--- src/rtl/req_queue.sv ---
// Host request buffer ahead of the DDR5 processing unit: splits requests into
// read and write FIFOs and holds reads that hit a pending write address.
module req_queue #(
    parameter int ADRS_W = 32,
    parameter int DEPTH  = 8,
    parameter int AW     = 3,
    parameter int WM_HI  = 6,
    parameter bit HAZ_EN = 1'b1
) (
    input  logic              clk,
    input  logic              rst,
    input  logic              host_valid,
    input  logic              host_rw,
    input  logic [ADRS_W-1:0] host_adrs,
    output logic              host_ready,
    input  logic              rd_en,
    input  logic              wr_en,
    output logic [ADRS_W-1:0] rd_adrs,
    output logic [ADRS_W-1:0] wr_adrs,
    output logic              rd_mt,
    output logic              wr_mt,
    output logic              rd_full,
    output logic              wr_full,
    output logic [AW:0]       rd_cnt,
    output logic [AW:0]       wr_cnt,
    output logic              wr_urgent,
    output logic              pop_err
);
    localparam int RD = 0;
    localparam int WR = 1;
    localparam int CW = AW + 1;

    logic [ADRS_W-1:0]     mem_q [2][DEPTH];
    logic [1:0][AW-1:0]    head_q, head_d, tail_q, tail_d;
    logic [1:0][CW-1:0]    cnt_q, cnt_d;
    logic [1:0]            push, pop, do_pop, mt, full;
    logic                  pop_err_q, pop_err_d;
    logic                  hazard;

    assign pop  = {wr_en, rd_en};
    assign mt   = {cnt_q[WR] == '0, cnt_q[RD] == '0};
    assign full = {cnt_q[WR] == CW'(DEPTH), cnt_q[RD] == CW'(DEPTH)};

    // A read must wait while its address sits anywhere in the write queue.
    always_comb begin
        hazard = 1'b0;
        for (int i = 0; i < DEPTH; i++) begin
            if (HAZ_EN && (mem_q[WR][i] == host_adrs) &&
                ({1'b0, AW'(i) - head_q[WR]} < cnt_q[WR]))
                hazard = 1'b1;
        end
    end

    always_comb begin
        host_ready = host_rw ? !full[WR] : (!full[RD] && !hazard);
        push[RD]   = host_valid && host_ready && !host_rw;
        push[WR]   = host_valid && host_ready && host_rw;
    end

    always_comb begin
        head_d    = head_q;
        tail_d    = tail_q;
        cnt_d     = cnt_q;
        do_pop    = '0;
        pop_err_d = 1'b0;
        for (int q = 0; q < 2; q++) begin
            do_pop[q] = pop[q] && !mt[q];
            head_d[q] = head_q[q] + AW'(do_pop[q]);
            tail_d[q] = tail_q[q] + AW'(push[q]);
            cnt_d[q]  = cnt_q[q] + CW'(push[q]) - CW'(do_pop[q]);
            pop_err_d = pop_err_d | (pop[q] && mt[q]);
        end
    end

    always_ff @(posedge clk) begin
        if (rst) begin
            head_q    <= '0;
            tail_q    <= '0;
            cnt_q     <= '0;
            pop_err_q <= 1'b0;
        end else begin
            head_q    <= head_d;
            tail_q    <= tail_d;
            cnt_q     <= cnt_d;
            pop_err_q <= pop_err_d;
        end
    end

    // Storage needs no reset: occupancy gates every use of an entry.
    always_ff @(posedge clk) begin
        for (int q = 0; q < 2; q++) begin
            if (!rst && push[q])
                mem_q[q][tail_q[q]] <= host_adrs;
        end
    end

    assign rd_adrs   = mt[RD] ? '0 : mem_q[RD][head_q[RD]];
    assign wr_adrs   = mt[WR] ? '0 : mem_q[WR][head_q[WR]];
    assign rd_mt     = mt[RD];
    assign wr_mt     = mt[WR];
    assign rd_full   = full[RD];
    assign wr_full   = full[WR];
    assign rd_cnt    = cnt_q[RD];
    assign wr_cnt    = cnt_q[WR];
    assign wr_urgent = cnt_q[WR] >= CW'(WM_HI);
    assign pop_err   = pop_err_q;
endmodule

--- config.mk ---
export PLATFORM = sky130hd
export DESIGN_NAME = req_queue
export DESIGN_NICKNAME = d
export VERILOG_FILES = /design/src/rtl/req_queue.sv
export SDC_FILE = /design/constraint.sdc
export NUM_CORES = 1
export LEC_CHECK = 0
export ABC_AREA = 1
export CORE_MARGIN = 4
export CORE_UTILIZATION = 30
export CTS_CLUSTER_DIAMETER = 80
export DETAILED_ROUTE_END_ITERATION = 12
export GPL_TIMING_DRIVEN = 1
export PLACE_DENSITY = 0.45
export SYNTH_ARGS = -nofsm -noshare
export SYNTH_HDL_FRONTEND = slang
export SYNTH_SLANG_ARGS = --single-unit
export TNS_END_PERCENT = 1
--- constraint.sdc ---
create_clock -name clk -period 4.8 [get_ports clk]
set_input_delay 0.96 -clock clk [delete_from_list [all_inputs] [get_ports clk]]
set_output_delay 0.96 -clock clk [all_outputs]
set_load 0.02 [all_outputs]
### After elaboration in Yosys (flattened, before gate mapping)

Memory sizes are Yosys's and may differ from the RTL's.
Index checks and enable logic that the tools add are counted.

* bits in writable memories: 512
* memories kept: 1
* register bits after elaboration: 21
* output and inout bits: 79

Memories
* mem_q: depth 2, width 256, rd ports 2, clocked after Yosys merged registers in 0, wr ports 1, line 33 `logic [ADRS_W-1:0] mem_q [2][DEPTH];`

* muxes and demuxes: 28
* add/subtract/negate cells: 16
* magnitude comparators: 15
* reductions and logical operators: 30
* bitwise logic cells: 5
* equal/unequal tests: 10

Operators with widths (count)
* 2-to-1 mux 256 bit: 4
* == test 32 bit: 8
* 2-to-1 mux 32 bit: 8
* OR reduction 256 bit: 1
* binary-select mux 32 bit (select 3 bit): 2
* demux 32 bit (select 3 bit): 2
* less-than comparator 3 x 4 -> 1 bit: 8
* logical AND 1 bit: 20
* greater-or-equal comparator 4 bit (second input constant): 4
* NOT 3 -> 4 bit: 4
* adder 3 x 1 -> 3 bit: 4
* 2-to-1 mux 1 bit: 12
* subtractor 3 bit (first input constant): 4
* adder 4 x 1 -> 4 bit: 2
* == test 4 bit (second input constant): 2
* logical NOT 4 bit: 2
* less-than comparator 4 x 1 -> 1 bit (second input constant): 2
* subtractor 4 x 1 -> 4 bit: 2
* logical NOT 1 bit: 7
* subtractor 1 x 3 -> 3 bit (first input constant): 2
* subtractor 2 x 3 -> 3 bit (first input constant): 2
* greater-or-equal comparator 4 x 3 -> 1 bit (second input constant): 1
* OR 1 bit: 1

### Logic depth before layout (Yosys ltp)

Gate-level depths: netlist (run 1).

* depth in word-level cells: 21
* gate-level depth with buffers: 25
* depth with buffers taken out: 22

### Least setup slack after synthesis (run 1)

OpenSTA, ideal clock, no wires.

* path kind: register to register
* start point: register head_q[3] in the netlist's numbering
* end point: memory mem_q[0][0] in the netlist's numbering, enable pin
* clock period less this slack: 4.230 ns
* data arrival time: 3.809 ns
* stages on the path, launching flop included: 18
* data required time: 4.379 ns
* path slack: 0.570 ns
* setup time: 0.421 ns
* cells stage by stage: dfxtp_1 -> buf_4 -> inv_2 -> buf_2 -> clkbuf_1 -> ha_1 -> ha_1 -> inv_1 -> o21bai_1 -> and2_1 -> o21ai_1 -> nand3_1 -> nand2_1 -> inv_1 -> nand3_2 -> nand2_4 -> nand4_4 -> nor2_1

* longest elaborated chain between the ends: 21
* elaborated cells on any way between the ends: 47
* classes of those cells: add/sub: 8; order compare: 8; mux: 15; reduce/logical: 16

Ends and longest elaborated chain
* start: declaration: line 34 `logic [1:0][AW-1:0] head_q, head_d, tail_q, tail_d;`
* start signal: assignment: line 77 `head_q <= '0;`
* start signal: assignment: line 82 `head_q <= head_d;`
* subtractor 1 x 3 -> 3 bit: line 49 `({1'b0, AW'(i) - head_q[WR]} < cnt_q[WR]))`
* less-than comparator 3 x 4 -> 1 bit: line 49
* logical AND 1 bit: line 48 `if (HAZ_EN && (mem_q[WR][i] == host_adrs) &&`
* 2-to-1 mux 1 bit (7 in series): line 48
* 2-to-1 mux 1 bit (*): line 48
* logical NOT 1 bit (*): line 55 `host_ready = host_rw ? !full[WR] : (!full[RD] && !hazard);`
* logical AND 1 bit (*): line 55
* 2-to-1 mux 1 bit (*): line 55
* via host_ready: line 15 `output logic host_ready,`
* logical AND 1 bit (*): line 56, 57
* logical AND 1 bit: line 57 `push[WR] = host_valid && host_ready && host_rw;`
* logical AND 1 bit: line 92 `if (!rst && push[q])`
* 2-to-1 mux 1 bit: line 92
* 2-to-1 mux 256 bit (not written as such): line 93 `mem_q[q][tail_q[q]] <= host_adrs;`
* OR reduction 256 bit (no line)
* 2-to-1 mux 1 bit (no line) / 2-to-1 mux 256 bit (equally long branches)
* end: declaration: line 33

Mark *: on every way through the listed nets, which the timed path passes. The rest lies on a longest branch.

### Worst setup path in the final report (run 1)

* start point: input port host_adrs[9]
* end point: output port host_ready

* longest elaborated chain between the ends: 13
* elaborated cells on any way between the ends: 27
* classes of those cells: eq/ne: 8; mux: 9; reduce/logical: 10

Ends and longest elaborated chain
* start: declaration: line 14 `input logic [ADRS_W-1:0] host_adrs,`
* == test 32 bit: line 48
* logical AND 1 bit: line 48
* 2-to-1 mux 1 bit (7 in series): line 48
* 2-to-1 mux 1 bit (*): line 48
* logical NOT 1 bit (*): line 55
* logical AND 1 bit (*): line 55
* 2-to-1 mux 1 bit (*): line 55
* end: declaration: line 15

Every way passes the cells marked *; elsewhere a longest branch is shown, timed or not.

==> summary.md, run 1 <==
| Metric | Value |
|---|---|
| Min Tclk post-route | 4.62 ns |
| Yosys reg bits | 533 |
| Slew headroom | 0.386 |
| Yosys top cell by area | edfxtp_1 |
| Share of cells above drive strength 1 | 0.0829 |
| Peak supply drop | 0.296 mV |
| First-pass DRT Iterations | 5 |
| Main flop type after synthesis | edfxtp_1 |
| Synthesis Warnings | 0 |
| Synthesized area | 25100 sq um |
| Initial antenna violation count | 2 |
| Worst Hold Slack | 0.548 ns |
| Worst Path Required | 3.84 ns |
| CTS tree | done |
| Post-Synth XOR/XNOR Area | 0.0579 |
| Leak pwr | 10.5 nW |
| First-pass GRT wire length | 117000 microns |
| Vias in the first global route | about 17000 |
| Worst Hold Launch | head_q[2]$_SDFF_PP0_ |
| Gpl congestion | 0.879 |
| Largest family of logic cells by synthesized area | simple AND/OR/NAND/NOR gates |
| Element type at the critical path start | primary input |
| Flop2flop setup slack | 0.93 ns |
| Worst Clk Skew | between 0.04 and 0.05 ns |
| DRC | 0 |
| Gr usage total | 0.174 |
| IO Pins | around 120 |
| GRT overflow | 0 |
| Post-Synthesis Cells | 2358 |
| Clk slew on worst S/H paths | 0.06 ns |
| Slew Limit Fails | 0 |
| Total power per unit cell area | 482 nW/um^2 |
| Fraction of registers with async set/reset | 0 |
| Row cnt | 105 |
| Fmax | ~0.22 GHz |
| FF-to-FF End | wr_cnt[2]$_SDFF_PP0_ |
| Max FO, Critical Path | 14 |
| # setup viols final | 0 |
| CTS Buf Count | 60 |
| Post-synth net total | 2433 |
| Area grow syn2layout | 20.1% |
| Avg WL per Cell | about 22 microns |
| Setup Crit Path Kind | primary input to output pin |
| Routed vias | 17800 |
| Core ar. | roughly 83000 sq um |
| Post-synth EDFFs | 512 |
| Worst Hold Depth | 2 |
| Final Total Pwr | 0.0145 W |
| Chain of cells forming the critical path | clkdlybuf4s50_1 > buf_4 > xnor2_1 > nand2_1 > nor2_1 > nand2_1 > nor2_1 > nand3_1 > nand2_1 > nor2_2 > nand3_2 > nand2_4 > clkdlybuf4s50_1 |
| Worst hold path class | flop to flop |
| Simple-Gate Fraction of Synth Area | 0.131 |
| PortBufs | around 120 |
| Most common cell in the synthesized netlist | edfxtp_1 |
| Yosys cell types | 39 |
| Starting density of the core | 0.305 |
| ANT nets after route | 0 |
| Bufs on Longest Clock Path | 3 |
| Seq/Total Area, Yosys | 0.629 |
| Slowest stage cell, crit path | clkdlybuf4s50_1 |
| Synth Area in Adders | 0.0190 |
| Top post-synthesis cells by area | edfxtp_1 61%, nand2_1 5.9%, xnor2_1 5.7% |
| Die area | 88500 sq um |
| CTS root buf | clkbuf_16 |
| R2R cell count | 22 |
| Clk_lat worst skew | 0.64 ns |
| CP Capture Type | output pin |
| Status | completed |
| Starting DRT DRC Count | 1391 |
| Post-detail-place hpwl | approximately 50000 microns |
| Mux cell area share after synthesis | 0 |
| Multi-input combinational cell area | 8150 sq um |
| Fin nets | 2583 |
| Final hold vios | 0 |
| Biggest cell delay along the critical path | 0.70 ns |
| Worst Hold End | head_q[2]$_SDFF_PP0_ |
| Mean Syn Cell Area | 10.7 sq um |
| RSZ-0062 raised after global routing | false |
| Routed wire length | between 70000 and 80000 microns |
| Post-CTS Setup Bufs | 0 |
| CTS sink cnt | 533 |
| Worst-Margin Slew | 0.921 ns |
| Synth Area in Compound Gates | 0.111 |
| Worst reg2reg startpoint | head_q[4]$_SDFF_PP0_ |
| Setup_tns | 0 ns |
| Max_cap viols | 0 |
| Die height | just under 300 microns |
| Critical path arrival | 3.66 ns |
| Sequential cell area | 15800 sq um |
| Crit path top cell by count | nand2_1 |
| Filler Cell Count | 8118 |
| Post-synth top area share | 0.612 |
| Commonest cells post-synth | 512 x edfxtp_1, 396 x nand2_1, 362 x nor2_1, 253 x o21ai_0, 179 x inv_1 |
| Period utilization | 0.962 |
| DR vias/cell | 4.90 |
| H-tree levels | 2 |
| Die X-Extent | 297 microns |
| Largest net degree at the start of global routing | between 100 and 150 |
-- placed cells by master, fill, tap and decap left out, types with 18 or more instances in the layout --
master           netlist  routed
edfxtp_1             512     512
o21a_1                35      35
a21oi_1               48      48
nand3_1               27      27
ha_1                  35      35
buf_12                 0      32
xnor2_1              163     163
o21ai_0              253     253
o22ai_1               32      32
nor2_4                 0      18
clkdlybuf4s50_1        0     116
a41oi_1               31      31
o211ai_1              28      28
nand4_1               33      33
inv_1                179     177
nand2_1              396     396
a31oi_1               35      35
clkinv_1               4      20
buf_4                 32      69
clkbuf_16              0      60
nor2_1               362     345
-- worst max-delay path, delay by kind of cell --
kind / cells / cell delay (ns)
XOR/XNOR: 1 / 0.14
AND/OR/NAND/NOR: 9 / 1.00
buffers and inverters: 3 / 1.54
-- logic make-up after synthesis --
kind of cell,count (synthesis)
AND/OR/NAND/NOR,828
flip-flops,533
AO/OA/AOI/OAI,481
buffers and inverters,313
XOR/XNOR,166
adder cells (fa/ha/maj),37
-- stage by stage --
step	worst slack [ns]	instance area, sq um	std cells	utilization
after CTS	0.0850	30200	3628	0.366
final	0.182	30200	3630	0.366
after detailed placement	0.180	28300	3516	0.343
after global placement	0.170	28300	3516	0.343
after global routing	0.0591	30200	3628	0.366
after floorplan	0.570	25100	2358	-
-- layout make-up --
class,instances,share of cell area
flip-flops and latches,533,0.524
multi-input cells,1512,0.270
clock buffers,76,0.0517
clock inverters,36,0.0101
inverters,184,0.0230
well taps,1070,0.0444
diodes,2,0.000166
repair buffers,217,0.0769
-- flip-flops by register name, summed over array words and instances, names as in the netlist --
name / cells
mem_q: 512
head_q: 6
tail_q: 6
rd_cnt: 4
wr_cnt: 4
pop_err: 1
-- routing by layer --
layer  global-route usage  share of wire
met1                0.244           0.47
met5                    0              0
met4               0.0436          0.021
met2                0.290           0.47
met3               0.0205          0.042
-- worst max-delay path by stage --
| stage | startpoint | endpoint |
|---|---|---|
| after floorplan | head_q[3]$_SDFF_PP0_ | mem_q[0][0]$_DFFE_PP_ |
| after global placement | host_adrs[9] | host_ready |
| after detailed placement | host_adrs[9] | host_ready |
| after CTS | head_q[4]$_SDFF_PP0_ | host_ready |
| after global routing | host_adrs[9] | host_ready |
| final | host_adrs[9] | host_ready |
-- repair_timing --
action / in CTS / in global routing
hold buffers: 0 / 0
resized for setup: 1 / 1
hold endpoints to repair: 0 / 0
setup endpoints to repair: 14 / 1
-- report_power, final --
part	switching, W	internal (W)	leakage (nW)
Sequential	0.000123	0.00518	4.78
Clock	0.00192	0.00251	0.902
Combinational	0.00307	0.00174	4.81
Total	0.00511	0.00944	10.5
Note: power is estimated with default switching activity, not from simulation.
==> run 2, diff against run 1 <==
Settings changed: CTS_CLUSTER_SIZE set to 14.
Clock period 4.8 ns to 5.6 ns, I/O delays scaled along.
==> summary.md, run 2 (synthesis gave the netlist of run 1 again) <==
| Metric | Value |
|---|---|
| Die height | 297 microns (unchanged) |
| Hold_buf cts | 0 (unchanged) |
| Die X-Extent | 297 microns (unchanged) |
| Slew headroom | 0.300 (was 0.386) |
| Status | completed (unchanged) |
| CTS tree | done (unchanged) |
| Critical Path Start | host_adrs[17] (was host_adrs[9]) |
| DR vias/cell | 4.99 (was 4.90) |
| CP Capture Type | output pin (unchanged) |
| FF-to-FF End | wr_cnt[2]$_SDFF_PP0_ (unchanged) |
| Largest net degree at the start of global routing | 102 (was 126) |
| Worst Hold Launch | head_q[2]$_SDFF_PP0_ (unchanged) |
| Routed vias | 17800 (about the same) |
| Worst Hold Depth | 2 (unchanged) |
| Setup Crit Path Kind | primary input to output pin (unchanged) |
| Flop2flop setup slack | 1.73 ns (was 0.93 ns) |
| Element type at the critical path start | primary input (unchanged) |
| Post-detail-place hpwl | 51300 microns (was 49900 microns) |
| Gpl congestion | 0.849 (was 0.879) |
| Routed wire length | 80400 microns (was 79700 microns) |
| IO Pins | 117 (unchanged) |
| Starting DRT DRC Count | 1554 (was 1391) |
| Filler Cell Count | 8244 (was 8118) |
| Row cnt | 105 (unchanged) |
| Gr usage total | 0.176 (was 0.174) |
| Setup_tns | 0 ns (unchanged) |
| H-tree levels | 2 (unchanged) |
| Clk_lat worst skew | 0.60 ns (was 0.64 ns) |
| # setup viols final | 0 (unchanged) |
| First-pass DRT Iterations | 5 (unchanged) |
| PortBufs | 116 (unchanged) |
| First-pass GRT wire length | 118000 microns (was 117000 microns) |
| Clk slew on worst S/H paths | 0.06 ns (about the same) |
| Most common cell after layout, fill and taps aside | edfxtp_1 (unchanged) |
| DRC | 0 (unchanged) |
| Worst Hold End | head_q[2]$_SDFF_PP0_ (unchanged) |
| Avg WL per Cell | 22.5 microns (was 21.9 microns) |
| Starting density of the core | 0.305 (unchanged) |
| Post-CTS Setup Bufs | 0 (unchanged) |
| Final hold vios | 0 (unchanged) |
| Post_cts resized | 0 (was 1) |
| Final Total Pwr | 0.0116 W (was 0.0145 W) |
| CTS Buf Count | 46 (was 60) |
| Initial antenna violation count | 4 (was 2) |
| Area grow syn2layout | 16.7% (was 20.1%) |
| GRT overflow | 0 (unchanged) |
| Worst reg2reg startpoint | head_q[4]$_SDFF_PP0_ (unchanged) |
| Worst-Margin Slew | 1.05 ns (was 0.921 ns) |
| Worst hold path class | flop to flop (unchanged) |
| Slew Limit Fails | 0 (unchanged) |
| Share of cells above drive strength 1 | 0.0693 (was 0.0829) |
| Min Tclk post-route | roughly 5.3 ns |
| Die area | 88500 sq um (unchanged) |
| RSZ-0062 raised after global routing | false (unchanged) |
| CTS sink cnt | 533 (unchanged) |
| Worst Clk Skew | 0.0225 ns (was 0.0470 ns) |
| Critical path arrival | 4.13 ns (was 3.66 ns) |
| Total power per unit cell area | 396 nW/um^2 (was 482 nW/um^2) |
| Fin nets | 2554 (was 2583) |
| Max FFs per register | 512 (unchanged) |
| ANT nets after route | 0 (unchanged) |
| Max_cap viols | 0 (unchanged) |
| Vias in the first global route | 17400 (about the same) |
| CTS root buf | clkbuf_16 (unchanged) |
| Max FO, Critical Path | 17 (was 14) |
| Core ar. | 82500 sq um (unchanged) |
| Leak pwr | 10.1 nW (was 10.5 nW) |
| Bufs on Longest Clock Path | 3 (unchanged) |
| R2R cell count | 21 (was 22) |
| Fmax | 0.190 GHz |
| Peak supply drop | 0.247 mV (was 0.296 mV) |
| Period utilization | 0.938 |
| Most frequent cells in the layout | 512 x edfxtp_1, 395 x nand2_1, 345 x nor2_1, 253 x o21ai_0, 178 x inv_1 (was 512 x edfxtp_1, 396 x nand2_1, 345 x nor2_1, 253 x o21ai_0, 177 x inv_1) |
| Worst Path Required | 4.48 ns (was 3.84 ns) |
## run 2: cell count changes in the layout (fill, tap and decap cells not counted), moves of 2 or more
| cell | before | now |
|---|---|---|
| diode_2 | 2 | 4 |
| buf_12 | 32 | 16 |
| clkinv_1 | 20 | 3 |
| clkinv_2 | 11 | 3 |
| clkbuf_16 | 60 | 47 |
| bufinv_16 | 4 | 1 |
| clkbuf_1 | 16 | 9 |
| clkinv_8 | 0 | 2 |
## run 2: critical path: stages
cell and delay (ns):
clkdlybuf4s50_1 0.83, inv_1 0.31, nand2_1 0.08, nand2_1 0.06, nand2_1 0.06, nor2_1 0.11, nand2_1 0.12, nor2_1 0.36
nand3_1 0.14, nand2_1 0.08, nor2_1 0.05, nand3_2 0.13, nand2_4 0.10, clkdlybuf4s50_1 0.57
## run 2: layout make-up
class                      count  area, sq um  area share
clock buffer                  56         1210      0.0413
inverter                     184          693      0.0236
multi-input combinational   1512         8150       0.278
clock inverter                 9          108     0.00367
timing repair buffer         202         2010      0.0684
antenna                        4         10.0    0.000341
sequential                   533        15800       0.539
tap                         1070         1340      0.0457
## run 2: routing by layer
layer	share of wire	up-vias	GRT usage
met5	0.00016	-	0
met4	0.018	2	0.0375
met3	0.050	92	0.0232
met2	0.47	506	0.295
met1	0.46	8856	0.245
li1	-	8358	-
## run 2: worst max-delay path by stage
stage / end / slack (ns) / cells after the start
floorplan: mem_q[0][0]$_DFFE_PP_ / 1.37 / 17
global placement: host_ready / 0.41 / 14
detailed placement: host_ready / 0.41 / 14
CTS: host_ready / 0.40 / 14
global route: host_ready / 0.28 / 14
finish: host_ready / 0.35 / 14
## run 2: where the power goes
part	switching [W]	internal (W)
Combinational	0.00258	0.00144
Sequential	0.000114	0.00444
Clock	0.00147	0.00157
## run 2: per-stage QoR
step / hold WS, ns / instance area, sq um / util / setup WS, ns / cells
detailed placement: 0.556 / 28000 / 0.339 / 0.406 / 3501
global route: 0.601 / 29300 / 0.355 / 0.285 / 3566
floorplan: 0.491 / 25100 / - / 1.37 / 2358
global placement: 0.520 / 28000 / 0.339 / 0.411 / 3501
finish: 0.566 / 29300 / 0.355 / 0.347 / 3570
CTS: 0.572 / 29300 / 0.355 / 0.401 / 3566
==> run 3, diff against run 2 <==
==> constraint.sdc (replaced) <==
create_clock -name clk -period 5.6 [get_ports clk]
set_input_delay 0.56 -clock clk [delete_from_list [all_inputs] [get_ports clk]]
set_output_delay 0.56 -clock clk [all_outputs]
set_load 0.02 [all_outputs]
==> summary.md, run 3 (synthesis gave the netlist of run 1 again) <==
| Metric | Value |
|---|---|
| Status | completed (unchanged) |
| Peak supply drop | 0.247 mV (about the same) |
| PortBufs | 116 (unchanged) |
| CP Capture Type | output pin (unchanged) |
| RSZ-0062 raised after global routing | false (unchanged) |
| Die X-Extent | 297 microns (unchanged) |
| Final worst slack | 0.728 ns (was 0.347 ns) |
| Setup_tns | 0 ns (unchanged) |
| Post_cts resized | 0 (unchanged) |
| Hold_buf cts | 0 (unchanged) |
| Total power per unit cell area | 401 nW/um^2 (was 396 nW/um^2) |
| Filler Cell Count | 8171 (was 8244) |
| Row cnt | 105 (unchanged) |
| Max_cap viols | 0 (unchanged) |
| Final hold vios | 0 (unchanged) |
| Slew Limit Fails | 0 (unchanged) |
| Finished Cell Area | 29000 sq um (was 29300 sq um) |
| CTS Buf Count | 46 (unchanged) |
| Worst Hold Depth | 2 (unchanged) |
| Vias in the first global route | 17200 (was 17400) |
| FF-to-FF End | mem_q[0][484]$_DFFE_PP_ (was wr_cnt[2]$_SDFF_PP0_) |
| GRT overflow | 0 (unchanged) |
| Worst Hold End | head_q[2]$_SDFF_PP0_ (unchanged) |
| Worst hold path class | flop to flop (unchanged) |
| Clk slew on worst S/H paths | 0.06 ns (about the same) |
| Gr usage total | 0.177 (was 0.176) |
| ANT nets after route | 0 (unchanged) |
| CTS root buf | clkbuf_16 (unchanged) |
| Setup Crit Path Kind | flop to output pin (was primary input to output pin) |
| DR vias/cell | 4.97 (was 4.99) |
| Max FFs per register | 512 (unchanged) |
| Routed wire length | 80300 microns (was 80400 microns) |
| Gpl congestion | 0.864 (was 0.849) |
| First-pass GRT wire length | 118000 microns (about the same) |
| Worst Hold Launch | head_q[2]$_SDFF_PP0_ (unchanged) |
| Worst reg2reg startpoint | head_q[3]$_SDFF_PP0_ (was head_q[4]$_SDFF_PP0_) |
| Starting density of the core | 0.305 (unchanged) |
| Worst-Margin Slew | 1.18 ns (was 1.05 ns) |
| IO Pins | 117 (unchanged) |
| Flop2flop setup slack | 1.49 ns (was 1.73 ns) |
| Die area | 88500 sq um (unchanged) |
| Starting DRT DRC Count | 1696 (was 1554) |
| Initial antenna violation count | 5 (was 4) |
| Worst slack at placement | 1.08 ns (was 0.406 ns) |
| CTS sink cnt | 533 (unchanged) |
| Worst Clk Skew | 0.0248 ns (was 0.0225 ns) |
| H-tree levels | 2 (unchanged) |
| Area grow syn2layout | 15.5% (was 16.7%) |
| Largest net degree at the start of global routing | 87 (was 102) |
| Most frequent cells in the layout | 512 x edfxtp_1, 395 x nand2_1, 345 x nor2_1, 253 x o21ai_0, 178 x inv_1 (unchanged) |
| Slew headroom | 0.208 (was 0.300) |
| Max FO, Critical Path | 15 (was 17) |
| First-pass DRT Iterations | 5 (unchanged) |
| CTS tree | done (unchanged) |
| Die height | 297 microns (unchanged) |
| Placed inst area | 27700 sq um (was 28000 sq um) |
| Worst Path Required | 5.04 ns (was 4.48 ns) |
| Min Tclk post-route | 4.87 ns (was 5.25 ns) |
| Most common cell after layout, fill and taps aside | edfxtp_1 (unchanged) |
| Core ar. | 82500 sq um (unchanged) |
| Post-detail-place hpwl | 52000 microns (was 51300 microns) |
| Period utilization | 0.870 (was 0.938) |
| Bufs on Longest Clock Path | 3 (unchanged) |
| Element type at the critical path start | flop (was primary input) |
| DRC | 0 (unchanged) |
| Fin nets | 2533 (was 2554) |
| # setup viols final | 0 (unchanged) |
| Post-CTS Setup Bufs | 0 (unchanged) |
| Fmax | 0.205 GHz (was 0.190 GHz) |
| Clk_lat worst skew | 0.62 ns (was 0.60 ns) |
| Share of cells above drive strength 1 | 0.0622 (was 0.0693) |
| Leak pwr | 9.96 nW (was 10.1 nW) |
| Avg WL per Cell | 22.6 microns (was 22.5 microns) |
| Critical path arrival | 4.31 ns (was 4.13 ns) |
| R2R cell count | 16 (was 21) |
| Routed vias | 17600 (was 17800) |
[run 3: how the worst max path moves through the flow]
stage	from	to	slack [ns]	cells after the start
2_1_floorplan	head_q[3]$_SDFF_PP0_	mem_q[0][0]$_DFFE_PP_	1.37	17
3_3_place_gp	host_adrs[20]	wr_cnt[2]$_SDFF_PP0_	1.10	20
3_5_place_dp	host_adrs[20]	wr_cnt[2]$_SDFF_PP0_	1.08	20
4_1_cts	wr_cnt[3]$_SDFF_PP0_	wr_adrs[1]	0.78	6
5_1_grt	wr_cnt[3]$_SDFF_PP0_	wr_adrs[1]	0.57	6
6_report	wr_cnt[3]$_SDFF_PP0_	wr_adrs[1]	0.73	6
[run 3: final cells by class]
cell class / count / area, sq um / share of cell area
antenna: 4 / 10.0 / 0.000345
clock buffer: 56 / 1190 / 0.0409
clock inverter: 11 / 163 / 0.00560
inverter: 184 / 693 / 0.0239
multi-input combinational: 1512 / 8150 / 0.281
sequential: 533 / 15800 / 0.544
tap: 1070 / 1340 / 0.0461
timing repair buffer: 181 / 1690 / 0.0581
[run 3: power by group]
group	leakage (nW)	switching [W]	internal [W]
clock	0.653	0.00150	0.00160
combinational	4.52	0.00254	0.00139
sequential	4.78	0.000164	0.00444
total	9.96	0.00420	0.00744
[run 3: through the flow]
step	instances	power (W)	utilization	hold WS, ns
after detailed placement	3480	0.00869	0.335	0.536
after global placement	3480	0.00868	0.335	0.532
after global routing	3547	0.0123	0.352	0.553
after floorplan	2358	0.00685	-	0.491
final	3551	0.0116	0.352	0.557
after CTS	3547	0.0118	0.352	0.522
[run 3: layer usage]
layer | GRT usage | wire length [microns] | vias to the layer above | part of all wire
li1 | - | - | 8312 | -
met3 | 0.0331 | 4860 | 119 | 0.060
met5 | 0 | 23 | - | 0.00029
met1 | 0.244 | 36100 | 8700 | 0.45
met4 | 0.0565 | 2470 | 4 | 0.031
met2 | 0.282 | 36800 | 507 | 0.46
[run 3: worst max-delay path, cell delays in order, from the launching register on]
cell and delay [ns]:
dfxtp_1 0.51, clkinv_1 0.37, ha_1 0.30, nand3_1 0.08, clkinv_1 0.74, a41oi_1 0.94
clkdlybuf4s50_1 0.74
==> RTL change 1: new RTL, flow settings as in run 1 <==
Set the parameter `AW` to 2 (it was 3).
--- a/src/rtl/req_queue.sv
+++ b/src/rtl/req_queue.sv
@@ -3,7 +3,7 @@
 module req_queue #(
     parameter int ADRS_W = 32,
     parameter int DEPTH  = 8,
-    parameter int AW     = 3,
+    parameter int AW     = 2,
     parameter int WM_HI  = 6,
     parameter bit HAZ_EN = 1'b1
 ) (
Interface: changed (resized rd_cnt and wr_cnt); port bits go from 117 to 115. The function was not compared with the original's and may differ.
==> RTL change 1 against run 1 <==
Setup slack improved by 0.40 ns; synthesized area decreased by 58%; routed wire length is 66% lower; cell area is 56% lower; critical endpoint unchanged; global-route usage shrank 3.6 points; sequential cell count down 262; power down 49%; maximum frequency is 9.4% higher.
==> RTL change 1: results <==
set metrics [dict create \
    dr_wl_met3_um 998 \
    dr_wl_met2_um 12910 \
    run_status "completed" \
    hold_depth 1 \
    pre_cts_ws_ns 1.086 \
    layout.cells.non_filler 1378 \
    holdPathEnd "rd_cnt[2]" \
    seq_area_frac_synth_pct 75.59 \
    io_buffers 114 \
    tightest_slew_ns 0.9751 \
    placed_area_um2 12300 \
    power_mw 7.451 \
    path_max_fanout 18 \
    yosys-top-cells-area "edfxtp_1 (73%), nor2_1 (5.4%), o21ai_0 (3.0%), dfxtp_1 (2.8%), a22oi_1 (2.3%)" \
    max_stage_delay_ns 0.65 \
    clock_power_share_pct 28.0 \
    hold_ws_ns 0.5010 \
    cts_inserted_buffers 30 \
    finClkSkew_ns 0.01013 \
    largest_register_ffs 256 \
    drt_first_pass_iters 4 \
    fillerInstances 3315 \
    p_seq_share_pct 37.1 \
    internal_power_mw 4.880 \
    leakagePower_nw 4.288 \
    ir_worst_vdd_uv 272.3 \
    placed_cells 1329 \
    fin_crit_sh_pct 87.93 \
]
==> RTL change 1: cell count changes after synthesis, moves of 32 or more <==
cell,run 1,this run
xnor2_1,163,5
o22ai_1,32,0
o21ai_0,253,64
nand2_1,396,46
edfxtp_1,512,256
o21a_1,35,0
inv_1,179,30
nor2_1,362,153
nand4_1,33,0
clkbuf_1,65,23
==> RTL change 1: cell families after synthesis <==
| logic type | count (synthesis) |
|---|---|
| simple gates | 248 |
| fa+ha+maj | 15 |
| xor+xnor | 6 |
| compound gates | 165 |
| buf+inv | 80 |
| flops | 271 |
==> RTL change 1: final cells by class <==
| cell class | count | share of cell area [%] |
|---|---|---|
| inverters | 35 | 0.9970 |
| flip-flops and latches | 271 | 60.64 |
| clock buffers | 37 | 6.058 |
| well taps | 455 | 4.320 |
| clock inverters | 12 | 0.6077 |
| repair buffers | 134 | 9.894 |
| multi-input cells | 434 | 17.48 |
==> RTL change 2: new RTL, config.mk and constraints of run 1 <==
Made on the original files. Register the outputs `rd_cnt` and `wr_cnt`, without a reset; this adds one clock of latency there. The other outputs are not delayed to match.
--- a/src/rtl/req_queue.sv
+++ b/src/rtl/req_queue.sv
@@ -100,8 +100,10 @@
     assign wr_mt     = mt[WR];
     assign rd_full   = full[RD];
     assign wr_full   = full[WR];
-    assign rd_cnt    = cnt_q[RD];
-    assign wr_cnt    = cnt_q[WR];
+    always_ff @(posedge clk) begin
+        rd_cnt <= cnt_q[RD];
+        wr_cnt <= cnt_q[WR];
+    end
     assign wr_urgent = cnt_q[WR] >= CW'(WM_HI);
     assign pop_err   = pop_err_q;
 endmodule
Formal check against the unedited RTL: not equivalent (Yosys sat finds a counterexample within 4 cycles, from zero or initial values and one cycle with rst high).
==> RTL change 2 against run 1 <==
Cell area rose by 1.2%; sequential power rose by 1%; sequential cell count rose by 8; setup slack got worse by 0.092 ns; routed wire length rose by 0.14%; clock skew fell by 0.026 ns; synthesized cell count did not move; power rose by 2.8%; cell count rose by 1.9%; global-route usage rose by 0.13 points; first-iteration DRC count fell by 5.4%; maximum frequency fell by 2.0%; critical endpoint is now wr_adrs[18]; synthesized area rose by 0.74%.
==> RTL change 2: results <==
set metrics [dict create \
    run_status "completed" \
    cts_setup_buffers 0 \
    grt_use_total_pct 17.58 \
    ir_worst_vdd_uv 269.4 \
    drtIter0Drc 1316 \
    holdPathEnd "rd_cnt[2]" \
    worstPathArrival_ns 3.75 \
    clk_latency_ns 0.60 \
    via_per_inst 4.819 \
    cts_inserted_buffers 66 \
    hold_ws_ns 0.3582 \
    avgSynthCellArea_um2 10.74 \
    finClkSkew_ns 0.02107 \
    yosys-top-cells-area "edfxtp_1 (61%), nand2_1 (6.2%), xnor2_1 (5.6%), nor2_1 (5.2%), o21ai_0 (4.6%)" \
    drt_first_pass_iters 7 \
    pre_cts_ws_ns 0.1754 \
    final_util_pct 36.51 \
    min-delay-start "cnt_q[2]" \
    fmax_ghz 0.2123 \
    rrSetupSlack_ns 0.84 \
    leakagePower_nw 10.61 \
    antenna_found_initial 6 \
    yosys_warnings 0 \
    r2r_end "cnt_q[2]" \
    crit_start "cnt_q[7]" \
    ys_types 43 \
    dp_hpwl_um 50860 \
    rr_worst_depth 21 \
    hold_depth 0 \
    clockBufferDepth 3 \
    grt_pass1_wl_um 117200 \
    max_slew_margin_pct 46.71 \
    placed_cells 3585 \
    yosys_most_used_dff "edfxtp_1" \
    wl_um 79780 \
    seq_area_frac_synth_pct 63.02 \
    async_flop_share_pct 0 \
    crit_path_end "wr_adrs[18]" \
    fin_nets 2594 \
    final_layout_size_suffix_gt1_share_pct 9.013 \
    yosys-top-cells-count "edfxtp_1 (512), nand2_1 (416), nor2_1 (353), o21ai_0 (235), inv_1 (173)" \
    grt_start_max_net_pins 130 \
    cts_max_level 3 \
    num_vias 17820 \
    placed_area_um2 28510 \
    path_max_fanout 33 \
    fillerInstances 8181 \
    gp_congestion 0.8629 \
    io_buffers 116 \
]
RTL change 2: cell count changes after synthesis, moves of 8 or more:
cell      change
nand2_1      +20
clkbuf_1     +14
buf_1        -12
a21oi_1      -27
o211ai_1     +24
o21ai_0      -18
dfxtp_1       +8
nor2_1        -9
RTL change 2: area by class of cell:
class                      instances  area share, %
antenna                            1       0.008190
inverter                         180          2.223
clock inverter                    33          1.016
multi-input combinational       1507          26.85
sequential                       541          52.25
clock buffer                      79          5.634
timing repair buffer             223          7.371
tap                             1134          4.644
RTL change 2: kinds of logic (layout without fill, tap and decap cells):
family / after synthesis / after routing / synth area share [%]
AO/OA/AOI/OAI: 461 / 461 / 10.96
AND/OR/NAND/NOR: 843 / 843 / 13.25
adder cells (fa/ha/maj): 37 / 37 / 1.888
other: 0 / 1 / 0
buffers and inverters: 310 / 515 / 5.135
XOR/XNOR: 166 / 166 / 5.743
flip-flops: 541 / 541 / 63.02
RTL change 2: worst max-delay path, stage by stage, from the launching register on:
cell             delay [ns]
dfxtp_1                0.52
clkinv_1               0.36
ha_1                   0.29
nand3_1                0.08
clkinv_1               0.11
buf_4                  0.34
a41oi_1                0.68
clkdlybuf4s50_1        0.74
RTL change 2: metal layers:
metal | routed length, um | vias to the layer above | global-route usage [%]
met2 | 37430 | 496 | 28.99
met4 | 2000 | 2 | 4.674
met5 | 13 | - | 0
met1 | 36130 | 8739 | 24.02
met3 | 4215 | 109 | 3.000
li1 | - | 8475 | -
RTL change 2: timing repair:
action / 4_1_cts / 5_1_grt
setup endpoints to repair: 2 / 3
gates resized for setup: 1 / 1
gates cloned: 0 / 0
RTL change 2: where the power goes:
group	switching, mW	internal (mW)
logic	3.10	1.71
clock network	1.97	2.78
registers	0.0971	5.28
